--- src/rtl/mem_wb_stage_pkg.sv ---
// Shared pipeline constants: widths, writeback selects and load funct3 codes.
package mem_wb_stage_pkg;

  localparam int unsigned XLEN  = 32;
  localparam int unsigned RAW   = 5;
  localparam int unsigned CNT_W = 32;

  typedef enum logic [1:0] {
    WB_ALU = 2'b00,
    WB_MEM = 2'b01,
    WB_PC4 = 2'b10,
    WB_IMM = 2'b11
  } wb_sel_e;

  localparam logic [2:0] F3_LB  = 3'b000;
  localparam logic [2:0] F3_LH  = 3'b001;
  localparam logic [2:0] F3_LW  = 3'b010;
  localparam logic [2:0] F3_LBU = 3'b100;
  localparam logic [2:0] F3_LHU = 3'b101;

endpackage

--- src/rtl/mem_wb_stage_if.sv ---
// MEM->WB bundle: pipeline controls, MEM results in, register-file write port out.
interface mem_wb_stage_if
  import mem_wb_stage_pkg::*;
#(
  parameter int unsigned XLEN  = mem_wb_stage_pkg::XLEN,
  parameter int unsigned RAW   = mem_wb_stage_pkg::RAW,
  parameter int unsigned CNT_W = mem_wb_stage_pkg::CNT_W
);

  logic             stall;
  logic             flush;
  logic             in_valid;
  logic             in_reg_write;
  logic [RAW-1:0]   in_rd;
  logic [1:0]       in_wb_sel;
  logic [2:0]       in_ld_funct3;
  logic [XLEN-1:0]  in_alu_result;
  logic [XLEN-1:0]  in_mem_rdata;
  logic [XLEN-1:0]  in_pc_plus4;
  logic [XLEN-1:0]  in_imm;

  logic             rf_we;
  logic [RAW-1:0]   rf_waddr;
  logic [XLEN-1:0]  rf_wdata;
  logic             fwd_valid;
  logic             ld_misalign;
  logic [CNT_W-1:0] instret;

  modport master (
    output stall, flush, in_valid, in_reg_write, in_rd, in_wb_sel, in_ld_funct3,
           in_alu_result, in_mem_rdata, in_pc_plus4, in_imm,
    input  rf_we, rf_waddr, rf_wdata, fwd_valid, ld_misalign, instret
  );

  modport slave (
    input  stall, flush, in_valid, in_reg_write, in_rd, in_wb_sel, in_ld_funct3,
           in_alu_result, in_mem_rdata, in_pc_plus4, in_imm,
    output rf_we, rf_waddr, rf_wdata, fwd_valid, ld_misalign, instret
  );

endinterface

--- src/rtl/mem_wb_stage_load_align.sv ---
// Load data alignment and misalignment detection for one memory word.
module load_align
  import mem_wb_stage_pkg::*;
#(
  parameter int unsigned XLEN = mem_wb_stage_pkg::XLEN
) (
  input  logic [2:0]      funct3,
  input  logic [1:0]      offset,
  input  logic [XLEN-1:0] raw,
  output logic [XLEN-1:0] data,
  output logic            misalign
);

  logic [7:0]  byte_sel;
  logic [15:0] half_sel;

  // Pick the addressed byte/halfword, then extend according to funct3.
  always_comb begin
    byte_sel = raw[{offset, 3'b000} +: 8];
    half_sel = raw[{offset[1], 4'b0000} +: 16];
    data     = '0;
    misalign = 1'b0;
    unique case (funct3)
      F3_LB:  data = {{(XLEN-8){byte_sel[7]}}, byte_sel};
      F3_LBU: data = {{(XLEN-8){1'b0}}, byte_sel};
      F3_LH: begin
        data     = {{(XLEN-16){half_sel[15]}}, half_sel};
        misalign = offset[0];
      end
      F3_LHU: begin
        data     = {{(XLEN-16){1'b0}}, half_sel};
        misalign = offset[0];
      end
      F3_LW: begin
        data     = raw;
        misalign = (offset != 2'b00);
      end
      default: begin
        data     = '0;
        misalign = 1'b0;
      end
    endcase
  end

endmodule

--- src/rtl/mem_wb_stage.sv ---
// MEM/WB pipeline register: writeback select, load alignment, RF write port, retire count.
module mem_wb_stage
  import mem_wb_stage_pkg::*;
#(
  parameter int unsigned XLEN  = mem_wb_stage_pkg::XLEN,
  parameter int unsigned RAW   = mem_wb_stage_pkg::RAW,
  parameter int unsigned CNT_W = mem_wb_stage_pkg::CNT_W
) (
  input logic           clk,
  input logic           rst,
  mem_wb_stage_if.slave bus
);

  logic [XLEN-1:0]  ld_data;
  logic             ld_mis_raw;
  logic             mis_in;
  logic             we_in;
  logic [XLEN-1:0]  wdata_in;
  logic             retire;

  // Write enable and misalign flag are stored pre-qualified so outputs are flop-driven.
  logic             we_q;
  logic             mis_q;
  logic [RAW-1:0]   rd_q;
  logic [XLEN-1:0]  wdata_q;
  logic [CNT_W-1:0] instret_q;

  load_align #(.XLEN(XLEN)) u_align (
    .funct3   (bus.in_ld_funct3),
    .offset   (bus.in_alu_result[1:0]),
    .raw      (bus.in_mem_rdata),
    .data     (ld_data),
    .misalign (ld_mis_raw)
  );

  // Writeback source select and next-cycle qualifiers, computed ahead of the register.
  always_comb begin
    wdata_in = '0;
    unique case (wb_sel_e'(bus.in_wb_sel))
      WB_ALU:  wdata_in = bus.in_alu_result;
      WB_MEM:  wdata_in = ld_data;
      WB_PC4:  wdata_in = bus.in_pc_plus4;
      WB_IMM:  wdata_in = bus.in_imm;
      default: wdata_in = '0;
    endcase
    mis_in = (wb_sel_e'(bus.in_wb_sel) == WB_MEM) & ld_mis_raw;
    we_in  = bus.in_valid & bus.in_reg_write & (bus.in_rd != '0) & ~mis_in;
    retire = bus.in_valid & ~mis_in & ~bus.stall & ~bus.flush;
  end

  // Pipeline register: reset, then bubble on flush, then hold on stall, else load.
  always_ff @(posedge clk) begin
    if (rst) begin
      we_q    <= 1'b0;
      mis_q   <= 1'b0;
      rd_q    <= '0;
      wdata_q <= '0;
    end else if (bus.flush) begin
      we_q    <= 1'b0;
      mis_q   <= 1'b0;
    end else if (!bus.stall) begin
      we_q    <= we_in;
      mis_q   <= bus.in_valid & mis_in;
      rd_q    <= bus.in_rd;
      wdata_q <= wdata_in;
    end
  end

  // Retired-instruction counter; wraps naturally at 2^CNT_W.
  always_ff @(posedge clk) begin
    if (rst) begin
      instret_q <= '0;
    end else if (retire) begin
      instret_q <= instret_q + CNT_W'(1);
    end
  end

  assign bus.rf_we       = we_q;
  assign bus.fwd_valid   = we_q;
  assign bus.rf_waddr    = rd_q;
  assign bus.rf_wdata    = wdata_q;
  assign bus.ld_misalign = mis_q;
  assign bus.instret     = instret_q;

endmodule

--- src/flat_wrapper.sv ---
// flat-port wrapper written by rule: the top's interface ports become plain ports
module mem_wb_stage_flat import mem_wb_stage_pkg::*;
#(
  parameter int unsigned XLEN  = mem_wb_stage_pkg::XLEN,
  parameter int unsigned RAW   = mem_wb_stage_pkg::RAW,
  parameter int unsigned CNT_W = mem_wb_stage_pkg::CNT_W
)
  (clk, rst, bus_stall, bus_flush, bus_in_valid, bus_in_reg_write, bus_in_rd, bus_in_wb_sel, bus_in_ld_funct3, bus_in_alu_result, bus_in_mem_rdata, bus_in_pc_plus4, bus_in_imm, bus_rf_we, bus_rf_waddr, bus_rf_wdata, bus_fwd_valid, bus_ld_misalign, bus_instret);
  mem_wb_stage_if #(.XLEN(XLEN), .RAW(RAW), .CNT_W(CNT_W)) bus_i ();
  input logic clk;
  input logic rst;
  input wire logic [$bits(bus_i.stall)-1:0] bus_stall;
  input wire logic [$bits(bus_i.flush)-1:0] bus_flush;
  input wire logic [$bits(bus_i.in_valid)-1:0] bus_in_valid;
  input wire logic [$bits(bus_i.in_reg_write)-1:0] bus_in_reg_write;
  input wire logic [$bits(bus_i.in_rd)-1:0] bus_in_rd;
  input wire logic [$bits(bus_i.in_wb_sel)-1:0] bus_in_wb_sel;
  input wire logic [$bits(bus_i.in_ld_funct3)-1:0] bus_in_ld_funct3;
  input wire logic [$bits(bus_i.in_alu_result)-1:0] bus_in_alu_result;
  input wire logic [$bits(bus_i.in_mem_rdata)-1:0] bus_in_mem_rdata;
  input wire logic [$bits(bus_i.in_pc_plus4)-1:0] bus_in_pc_plus4;
  input wire logic [$bits(bus_i.in_imm)-1:0] bus_in_imm;
  output wire logic [$bits(bus_i.rf_we)-1:0] bus_rf_we;
  output wire logic [$bits(bus_i.rf_waddr)-1:0] bus_rf_waddr;
  output wire logic [$bits(bus_i.rf_wdata)-1:0] bus_rf_wdata;
  output wire logic [$bits(bus_i.fwd_valid)-1:0] bus_fwd_valid;
  output wire logic [$bits(bus_i.ld_misalign)-1:0] bus_ld_misalign;
  output wire logic [$bits(bus_i.instret)-1:0] bus_instret;
  assign bus_i.stall = bus_stall;
  assign bus_i.flush = bus_flush;
  assign bus_i.in_valid = bus_in_valid;
  assign bus_i.in_reg_write = bus_in_reg_write;
  assign bus_i.in_rd = bus_in_rd;
  assign bus_i.in_wb_sel = bus_in_wb_sel;
  assign bus_i.in_ld_funct3 = bus_in_ld_funct3;
  assign bus_i.in_alu_result = bus_in_alu_result;
  assign bus_i.in_mem_rdata = bus_in_mem_rdata;
  assign bus_i.in_pc_plus4 = bus_in_pc_plus4;
  assign bus_i.in_imm = bus_in_imm;
  assign bus_rf_we = bus_i.rf_we;
  assign bus_rf_waddr = bus_i.rf_waddr;
  assign bus_rf_wdata = bus_i.rf_wdata;
  assign bus_fwd_valid = bus_i.fwd_valid;
  assign bus_ld_misalign = bus_i.ld_misalign;
  assign bus_instret = bus_i.instret;
  mem_wb_stage #(.XLEN(XLEN), .RAW(RAW), .CNT_W(CNT_W)) u_core (.clk(clk), .rst(rst), .bus(bus_i));
endmodule
--- config.mk ---
export PLATFORM = sky130hd
export DESIGN_NAME = mem_wb_stage_flat
export DESIGN_NICKNAME = d
export VERILOG_FILES = /design/src/rtl/mem_wb_stage_pkg.sv /design/src/rtl/mem_wb_stage_if.sv /design/src/rtl/mem_wb_stage_load_align.sv /design/src/rtl/mem_wb_stage.sv /design/src/flat_wrapper.sv
export SDC_FILE = /design/constraint.sdc
export NUM_CORES = 1
export LEC_CHECK = 0
export ABC_CLOCK_PERIOD_IN_PS = 4200
export CAP_MARGIN = 15
export CORE_ASPECT_RATIO = 0.6
export CORE_MARGIN = 1
export CORE_UTILIZATION = 44
export CTS_CLUSTER_SIZE = 12
export DETAILED_ROUTE_END_ITERATION = 16
export PLACE_DENSITY = 0.87
export SLEW_MARGIN = 10
export SYNTH_ARGS = -nofsm -noshare
export SYNTH_HDL_FRONTEND = slang
export SYNTH_SLANG_ARGS = --single-unit
--- constraint.sdc ---
create_clock -name clk -period 4.2 [get_ports clk]
set_input_delay 1.26 -clock clk [delete_from_list [all_inputs] [get_ports clk]]
set_output_delay 1.26 -clock clk [all_outputs]
set_load 0.02 [all_outputs]
# Word-level counts from Yosys, hierarchy flattened
# Cells that the tools add are included.
word_totals:
  regBits: 71
  latchBits: 0
  ram_bits: 0
  rom_bits: 0
  input_bits: 144
  out_inout_bits: 72
  n_memories: 0
classes:
  add_sub_neg: 1
  mul: 0
  div_mod_pow: 0
  order_cmp: 0
  n_eq_ne: 7
  n_shift: 2
  n_mux: 3
  n_bitwise: 11
  reduce_logical: 7
ops:
  columns: ["op", "count"]
  rows:
  - ["case mux 32 bit (5 select lines)", 1]
  - ["case mux 32 bit (4 select lines)", 1]
  - ["adder 32 x 1 -> 32 bit, second input constant", 1]
  - ["indexed part select 32 x 6 -> 16 bit", 1]
  - ["indexed part select 32 x 6 -> 8 bit", 1]
  - ["AND 1 bit", 8]
  - ["equality test 3 bit, second input constant", 2]
  - ["nonzero test 5 bit", 1]
  - ["equality test 2 bit, second input constant", 2]
  - ["OR reduction 2 bit", 2]
  - ["equality test 3 x 1 -> 1 bit, second input constant", 1]
  - ["equality test 3 x 2 -> 1 bit, second input constant", 1]
  - ["logical NOT 3 bit", 1]
  - ["inverter 1 bit", 3]
  - ["equality test 2 x 1 -> 1 bit, second input constant", 1]
  - ["logical NOT 2 bit", 1]
  - ["case mux 1 bit (2 select lines)", 1]
  - ["AND reduction 2 bit", 1]
  - ["nonzero test 2 bit", 1]

# Logic depth before layout (Yosys ltp)
# Gate-level depths: netlist of run 1.
logic_depth:
  ltp_word: 8
  ltp_mapped: 8
  ltp_nobuf: 5

# Hierarchy
# A second synthesis of run 1 with hierarchy kept.
unflattened:
  hier_cells: 507
  area_unflattened_um2: 4650.7
modules_own_cells:
  columns: ["module", "instances", "cells_each", "area_per_inst_um2", "seq_area_each_um2"]
  rows:
  - ["mem_wb_stage", 1, 401, 3762.4, 1421.4]
  - ["load_align", 1, 106, 888.4, 0.0]

# Worst setup path before layout of run 1
# No wires, ideal clock.
synth_timing:
  path_type: "input to register"
  start: "in bus_in_ld_funct3[0]"
  end: "reg u_core.instret_q[31] (netlist: u_core.bus.instret[31])"
  arrival_time_ns: 2.739
  setup_slack_ns: 1.391
  cell_stages: 7
  path_buffers: 2
  path_cell_list: "buf_2 -> nor3b_1 -> buf_2 -> o221ai_2 -> nand4_1 -> or4_1 -> a21oi_1"
synth_via:
  elab_chain_cells: 8
  elab_cells_between_ends: 10
  classes_between: "eq/ne: 3; mux: 1; bitwise: 5; reduce/logical: 1"
synth_rtl:
  columns: ["item", "line", "source"]
  rows:
  - ["start: declaration", "flat_wrapper.sv:18", "input wire logic [$bits(bus_i.in_ld_funct3)-1:0] bus_in_ld_funct3;"]
  - ["equality test 3 bit / equality test 3 x 1 -> 1 bit (equally long branches)", "mem_wb_stage_load_align.sv:23", "unique case (funct3)"]
  - ["OR reduction 2 bit (no line)", null, null]
  - ["case mux 1 bit (2 select lines) (*)", "mem_wb_stage_load_align.sv:23", null]
  - ["AND 1 bit (*)", "mem_wb_stage.sv:46", "mis_in = (wb_sel_e'(bus.in_wb_sel) == WB_MEM) & ld_mis_raw;"]
  - ["inverter 1 bit (*)", "mem_wb_stage.sv:48", "retire = bus.in_valid & ~mis_in & ~bus.stall & ~bus.flush;"]
  - ["AND 1 bit (*) (3 in a row)", "mem_wb_stage.sv:48", null]
  - ["end signal: assignment", "mem_wb_stage.sv:74", "instret_q <= instret_q + CNT_W'(1);"]
  - ["end: declaration", "mem_wb_stage.sv:26", "logic [CNT_W-1:0] instret_q;"]
# Mark *: on every way between the ends. The rest lies on a longest branch, timed or not.
# A chain may end at the register's enable or synchronous reset.

# Worst setup path after layout of run 1
layout_timing:
  start: "in bus_in_ld_funct3[0]"
  end: "reg u_core.wdata_q[25] (netlist: u_core.bus.rf_wdata[25])"
layout_via:
  elab_chain_cells: 3
  elab_cells_between_ends: 7
  classes_between: "eq/ne: 4; mux: 2; reduce/logical: 1"
layout_rtl:
  columns: ["item", "line", "source"]
  rows:
  - ["equality test 3 x 2 -> 1 bit (tied with other cells)", "mem_wb_stage_load_align.sv:23", null]
  - ["case mux 32 bit (5 select lines) (*)", "mem_wb_stage_load_align.sv:23", null]
  - ["case mux 32 bit (4 select lines) (*)", "mem_wb_stage.sv:39", "unique case (wb_sel_e'(bus.in_wb_sel))"]
  - ["end signal: assignment", "mem_wb_stage.sv:65", "wdata_q <= wdata_in;"]
  - ["end: declaration", "mem_wb_stage.sv:25", "logic [XLEN-1:0] wdata_q;"]
# Marked as above.

==> results.toml, run 1 <==
[global_routing]
grt_start_max_net_pins = 37
antenna_found_initial = 0
grt_pass1_vias = 5127
track_usage_pct = 35.5
grt_pass1_wl_um = 27300
grt_remaining_overflow = 0

[drt]
route.detailed.drc = 0
wl_per_cell_um = 20.5
ant_nets = 0
drt_iter0_markers = 514
via_count = 5270
drt-total-wl_um = 17900
vias_per_cell = 6.06
drt-pass1-iter-count = 5

[floorplan]
die_width_um = 129
io_pins = 216
die_y_um = 78.2
fp-row-count = 27
die_area_mm2 = 0.0101
core-area_mm2 = 0.00929
start_util_pct = 45.8

[setup_path]
r2r-end = "u_core.bus.instret[27]$_SDFFE_PP0P_"
start_kind = "input port"
cpMaxStageDelayCell = "and3_1"
r2r_slack_ps = 1910
crit_required_ps = 4460
crit_type = "input port to flip-flop"
critPathLaunch = "bus_in_ld_funct3[0]"
critical_path.endpoint = "u_core.bus.rf_wdata[25]$_SDFFE_PP0P_"
cp.arrival_ps = 3600
path_max_fanout = 16
rr_worst_depth = 5
max_stage_delay_ps = 630
r2r_start = "u_core.bus.instret[8]$_SDFFE_PP0P_"
cp-end-kind = "flip-flop"
crit_chain = "clkdlybuf4s50_1, or3_1, o22ai_1, and3_1, o221ai_1, a21oi_1"

[clock_tree]
htree_num_levels = 3
cts_buffer_depth = 2
cts_buffers = 9
cts_tree = "built"
cts_sinks = 71
cts_root_buffer = "clkbuf_16"
cts.clk_slew.worst_paths_ps = 60
clk_latency_ps = 330
cts_setup_buffers = 0
cts_hold_buf = 0
cts_resized = 0

[pwr]
powerDensity_mw_per_mm2 = 288
leakage_nw = 2.39
irDropWorstVdd_uv = 244

[place]
placed_cell_area_mm2 = 0.00646
place_congestion = 0.945
io_buffers = 215
dp_slack_ps = 607
dp_hpwl_um = 13600

[timing]
fin_crit_sh_pct = 79.6
finalWorstSetupSlack_ps = 855
period_needed_ps = 3340
setup_viol = 0
worst_slew_pin_slew_ps = 824
drv_slew = 0
skew_ps = 7.08
maxSlewHeadroom_pct = 45.1
clock.fmax_mhz = 299
fin_hold_ws_ps = 452
hold_violations = 0
fin_setup_tns_ps = 0
rsz0062_at_grt = "false"

[cells_and_area]
n_antenna_cell = 0
area_growth_syn_to_layout_pct = 59.5
final_cell_area_mm2 = 0.00679
finish.net_count = 879
final_util_pct = 73.1
drive_gt1_share_pct = 6.36

[synthesis]
ys_seq_area_share_pct = 33.4
syn_area_mm2 = 0.00426
ys_types = 59
synth_ff_type = "dfxtp_1"
synth_warnings = 0
syn_area_per_cell_um2 = 7.87
synth-edff-count = 0
synthArstFlopShare_pct = 0
ys_ff_latch = 71
syn_nets = 686
syn_inst = 541

[hold_path]
hp-class = "flip-flop to flip-flop"

[run_status]
status = "completed"

[job]
drv_cap = 0
==> critical path: cells and delay by family <==
kind | cells | cell delay [ps]
AO/OA/AOI/OAI | 3 | 600
buffers and inverters | 1 | 620
AND/OR/NAND/NOR | 2 | 1110
==> sequential cells by signal, summed over array words and instances, names as in the netlist <==
name	count
u_core.bus.fwd_valid	1
u_core.bus.ld_misalign	1
u_core.bus.rf_waddr	5
u_core.bus.rf_wdata	32
u_core.bus.instret	32
==> Yosys cell counts (all sizes together) (10+ instances only) <==
cell type  count  share of area [%]
nand3         12                1.5
inv           10               0.88
nand2         46                4.1
a221oi        11                2.3
nor4          13                1.9
clkbuf        31                2.7
xnor2         21                4.3
o221ai        17                3.6
a22oi         20                3.5
o21ai         20                2.4
dfxtp         71                 33
mux2i         17                4.0
nand4         10                1.5
nor2          57                5.0
a21oi         65                7.6
buf           16                2.3
==> layer usage <==
metal  track usage [%]  up-vias  share of wire (%)
met5                 0        -                  0
li1                  -     2394                  -
met3              10.1       52                 10
met1              46.0     2493                 42
met4              15.6        0                3.7
met2              54.6      331                 44
==> layout by cell type (no fill, tap or decap), types with 11 or more instances in the layout <==
master / n
a21oi_1: 65
a221oi_1: 11
a22oi_1: 20
buf_4: 15
clkdlybuf4s50_1: 214
dfxtp_1: 71
mux2i_1: 17
nand2_1: 46
nand3_1: 11
nor2_1: 56
nor4_1: 13
o21ai_0: 20
o221ai_1: 16
xnor2_1: 21
==> report_power, final <==
part / internal [mW] / switching [mW]
registers: 0.694 / 0.0119
clock network: 0.539 / 0.309
logic: 0.215 / 0.189
==> cells by family (layout without fill, tap and decap cells) <==
kind of cell / Yosys count / in the layout / share of synthesized area (%)
and+or+nand+nor: 198 / 198 / 24.2
buffers and inverters: 58 / 256 / 6.14
AOI/OAI and AO/OA: 171 / 171 / 26.7
muxes: 19 / 19 / 4.52
xor gates and xnor gates: 23 / 23 / 4.73
adders and majority gates: 1 / 1 / 0.294
DFF: 71 / 71 / 33.4
==> worst min path at each step <==
stage	from	to	slack (ps)	cells past startpoint
6_report	u_core.bus.rf_wdata[15]$_SDFFE_PP0P_	u_core.bus.rf_wdata[15]$_SDFFE_PP0P_	450	1
3_5_place_dp	u_core.bus.rf_wdata[15]$_SDFFE_PP0P_	u_core.bus.rf_wdata[15]$_SDFFE_PP0P_	440	1
2_1_floorplan	u_core.bus.rf_waddr[0]$_SDFFE_PP0P_	u_core.bus.rf_waddr[0]$_SDFFE_PP0P_	530	2
4_1_cts	u_core.bus.rf_wdata[15]$_SDFFE_PP0P_	u_core.bus.rf_wdata[15]$_SDFFE_PP0P_	450	1
5_1_grt	u_core.bus.rf_wdata[15]$_SDFFE_PP0P_	u_core.bus.rf_wdata[15]$_SDFFE_PP0P_	480	1
3_3_place_gp	u_core.bus.rf_wdata[11]$_SDFFE_PP0P_	u_core.bus.rf_wdata[11]$_SDFFE_PP0P_	440	1
==> layout make-up <==
type                    count  area (um2)
clock buffers              10         239
clock inverters             6        92.6
fillers                   686        2500
inverters                  10        37.5
multi-input cells         412        2580
flip-flops and latches     71        1420
well taps                 130         163
repair buffers            230        2260
==> metrics by stage <==
step	cells	power (mW)
5_1_grt	869	2.02
3_3_place_gp	853	1.11
2_1_floorplan	541	0.882
6_report	869	1.96
4_1_cts	869	1.96
3_5_place_dp	853	1.12
No activity file was read; power rests on OpenSTA's default activity.
==> run 2, diff against run 1 <==
- ABC_CLOCK_PERIOD_IN_PS: 4200 -> 2700
- CORE_UTILIZATION: 44 -> 37
- PLACE_DENSITY: 0.87 -> 0.78
- clock period: 4.2 -> 2.7 ns (I/O delays scaled with it)
==> run 2 against run 1 <==
Against the previous run:
- first-iteration DRC count decreased by 0.58%
- wire length decreased by 0.40%
- worst setup slack got worse by 820 ps
- sequential power increased by 56%
- cell count increased by 5.4%
- critical path type unchanged
==> results.toml, run 2 (synthesized netlist as in run 1, its figures left out) <==
[floorplan]
core-area_mm2 = 0.0109
die_width_um = 141
die_area_mm2 = 0.0120
fp-row-count = 29
start_util_pct = 39.1
io_pins = 216
die_y_um = 85.1

[setup_path]
path_common_cell = "buf_4"
cp-end-kind = "flip-flop"
r2r-end = "u_core.bus.instret[27]$_SDFFE_PP0P_"
worstPathBufferInverterCount = 3
path_max_fanout = 10
rr_worst_depth = 5
start_kind = "input port"
path_depth = 6
cp.arrival_ps = 2920
crit_required_ps = 2950
critPathTopFamily = "compound AO/OA/AOI/OAI gates"
critPathLaunch = "bus_in_ld_funct3[1]"
crit_chain = "clkdlybuf4s50_1, buf_4, o32ai_1, buf_4, a221oi_1, o21ai_0"
max_stage_delay_ps = 890
critical_path.endpoint = "u_core.bus.rf_wdata[6]$_SDFFE_PP0P_"
r2r_start = "u_core.bus.instret[8]$_SDFFE_PP0P_"
crit_type = "input port to flip-flop"
cpMaxStageDelayCell = "o32ai_1"
r2r_slack_ps = 460

[clock_tree]
cts_root_buffer = "clkbuf_16"
cts_resized = 0
htree_num_levels = 3
cts.clk_slew.worst_paths_ps = 60
cts_hold_buf = 0
cts_buffer_depth = 2
cts_buffers = 9
cts_sinks = 71
cts_setup_buffers = 0
cts_tree = "built"
clk_latency_ps = 330

[place]
dp_cells = 900
dp_hpwl_um = 13900
io_buffers = 215
place_congestion = 0.952
placed_cell_area_mm2 = 0.00682

[cells_and_area]
num-fill-cells = 902
mostFrequentLayoutCell = "clkdlybuf4s50_1"
final_util_pct = 65.7
finish.net_count = 917
final_cell_area_mm2 = 0.00716
area_growth_syn_to_layout_pct = 68.0
fin_cells = 916
n_antenna_cell = 0
drive_gt1_share_pct = 11.1
final_cell_mix = "clkdlybuf4s50_1, dfxtp_1, a21oi_1, nor2_1, buf_4"

[pwr]
totalPowerFinal_mw = 3.08
leakage_nw = 2.59
powerDensity_mw_per_mm2 = 431
irDropWorstVdd_uv = 351

[timing]
skew_ps = 11.5
clock.fmax_mhz = 375
fin_crit_sh_pct = 98.7
fin_setup_tns_ps = 0
hold_violations = 0
maxSlewHeadroom_pct = 30.6
rsz0062_at_grt = "false"
drv_slew = 0
period_needed_ps = 2660
setup_viol = 0
worst_slew_pin_slew_ps = 1040

[run_status]
status = "completed"

[drt]
drt_iter0_markers = 511
drt-pass1-iter-count = 5
ant_nets = 0
drt-total-wl_um = 17800
via_count = 5278
route.detailed.drc = 0
vias_per_cell = 5.76
wl_per_cell_um = 19.4

[hold_path]
hp-class = "flip-flop to flip-flop"

[global_routing]
grt_pass1_wl_um = 27400
grt_remaining_overflow = 0
grt_pass1_vias = 4933
grt_start_max_net_pins = 50
antenna_found_initial = 1
track_usage_pct = 29.9

[job]
drv_cap = 0
-- run 2: power breakdown --
| group | switching [mW] | internal [mW] |
|---|---|---|
| Sequential | 0.0176 | 1.08 |
| Combinational | 0.300 | 0.369 |
| Clock | 0.477 | 0.839 |
| Total | 0.795 | 2.29 |
-- run 2: worst min-delay path by stage --
| stage | startpoint | end | slack, ps | cells past startpoint |
|---|---|---|---|---|
| floorplan | u_core.bus.rf_waddr[0]$_SDFFE_PP0P_ | u_core.bus.rf_waddr[0]$_SDFFE_PP0P_ | 530 | 2 |
| global placement | u_core.bus.rf_wdata[9]$_SDFFE_PP0P_ | u_core.bus.rf_wdata[9]$_SDFFE_PP0P_ | 440 | 1 |
| detailed placement | u_core.bus.rf_wdata[10]$_SDFFE_PP0P_ | u_core.bus.rf_wdata[10]$_SDFFE_PP0P_ | 440 | 1 |
| CTS | u_core.bus.rf_wdata[12]$_SDFFE_PP0P_ | u_core.bus.rf_wdata[12]$_SDFFE_PP0P_ | 460 | 1 |
| global route | u_core.bus.rf_wdata[25]$_SDFFE_PP0P_ | u_core.bus.rf_wdata[25]$_SDFFE_PP0P_ | 470 | 2 |
| finish | u_core.bus.rf_wdata[11]$_SDFFE_PP0P_ | u_core.bus.rf_wdata[11]$_SDFFE_PP0P_ | 450 | 1 |
-- run 2: metrics by stage --
step	setup slack (ps)	hold WS, ps
after global placement	-190	440
after floorplan	341	535
final	36.3	454
after global routing	37.7	472
after CTS	80.3	456
after detailed placement	-253	442
-- run 2: cell type report --
| class | count | area (um2) | area share, % |
|---|---|---|---|
| inverter | 10 | 37.5 | 0.525 |
| sequential | 71 | 1420 | 19.9 |
| timing repair buffer | 268 | 2610 | 36.4 |
| clock buffer | 10 | 239 | 3.34 |
| tap | 139 | 174 | 2.43 |
| clock inverter | 6 | 92.6 | 1.29 |
| multi-input combinational | 412 | 2580 | 36.1 |
-- run 2: per-layer routing --
metal | wire (um) | global-route usage, %
met1 | 7860 | 41.1
met2 | 7850 | 45.7
met3 | 1710 | 8.24
met4 | 350 | 8.79
met5 | 13 | 0
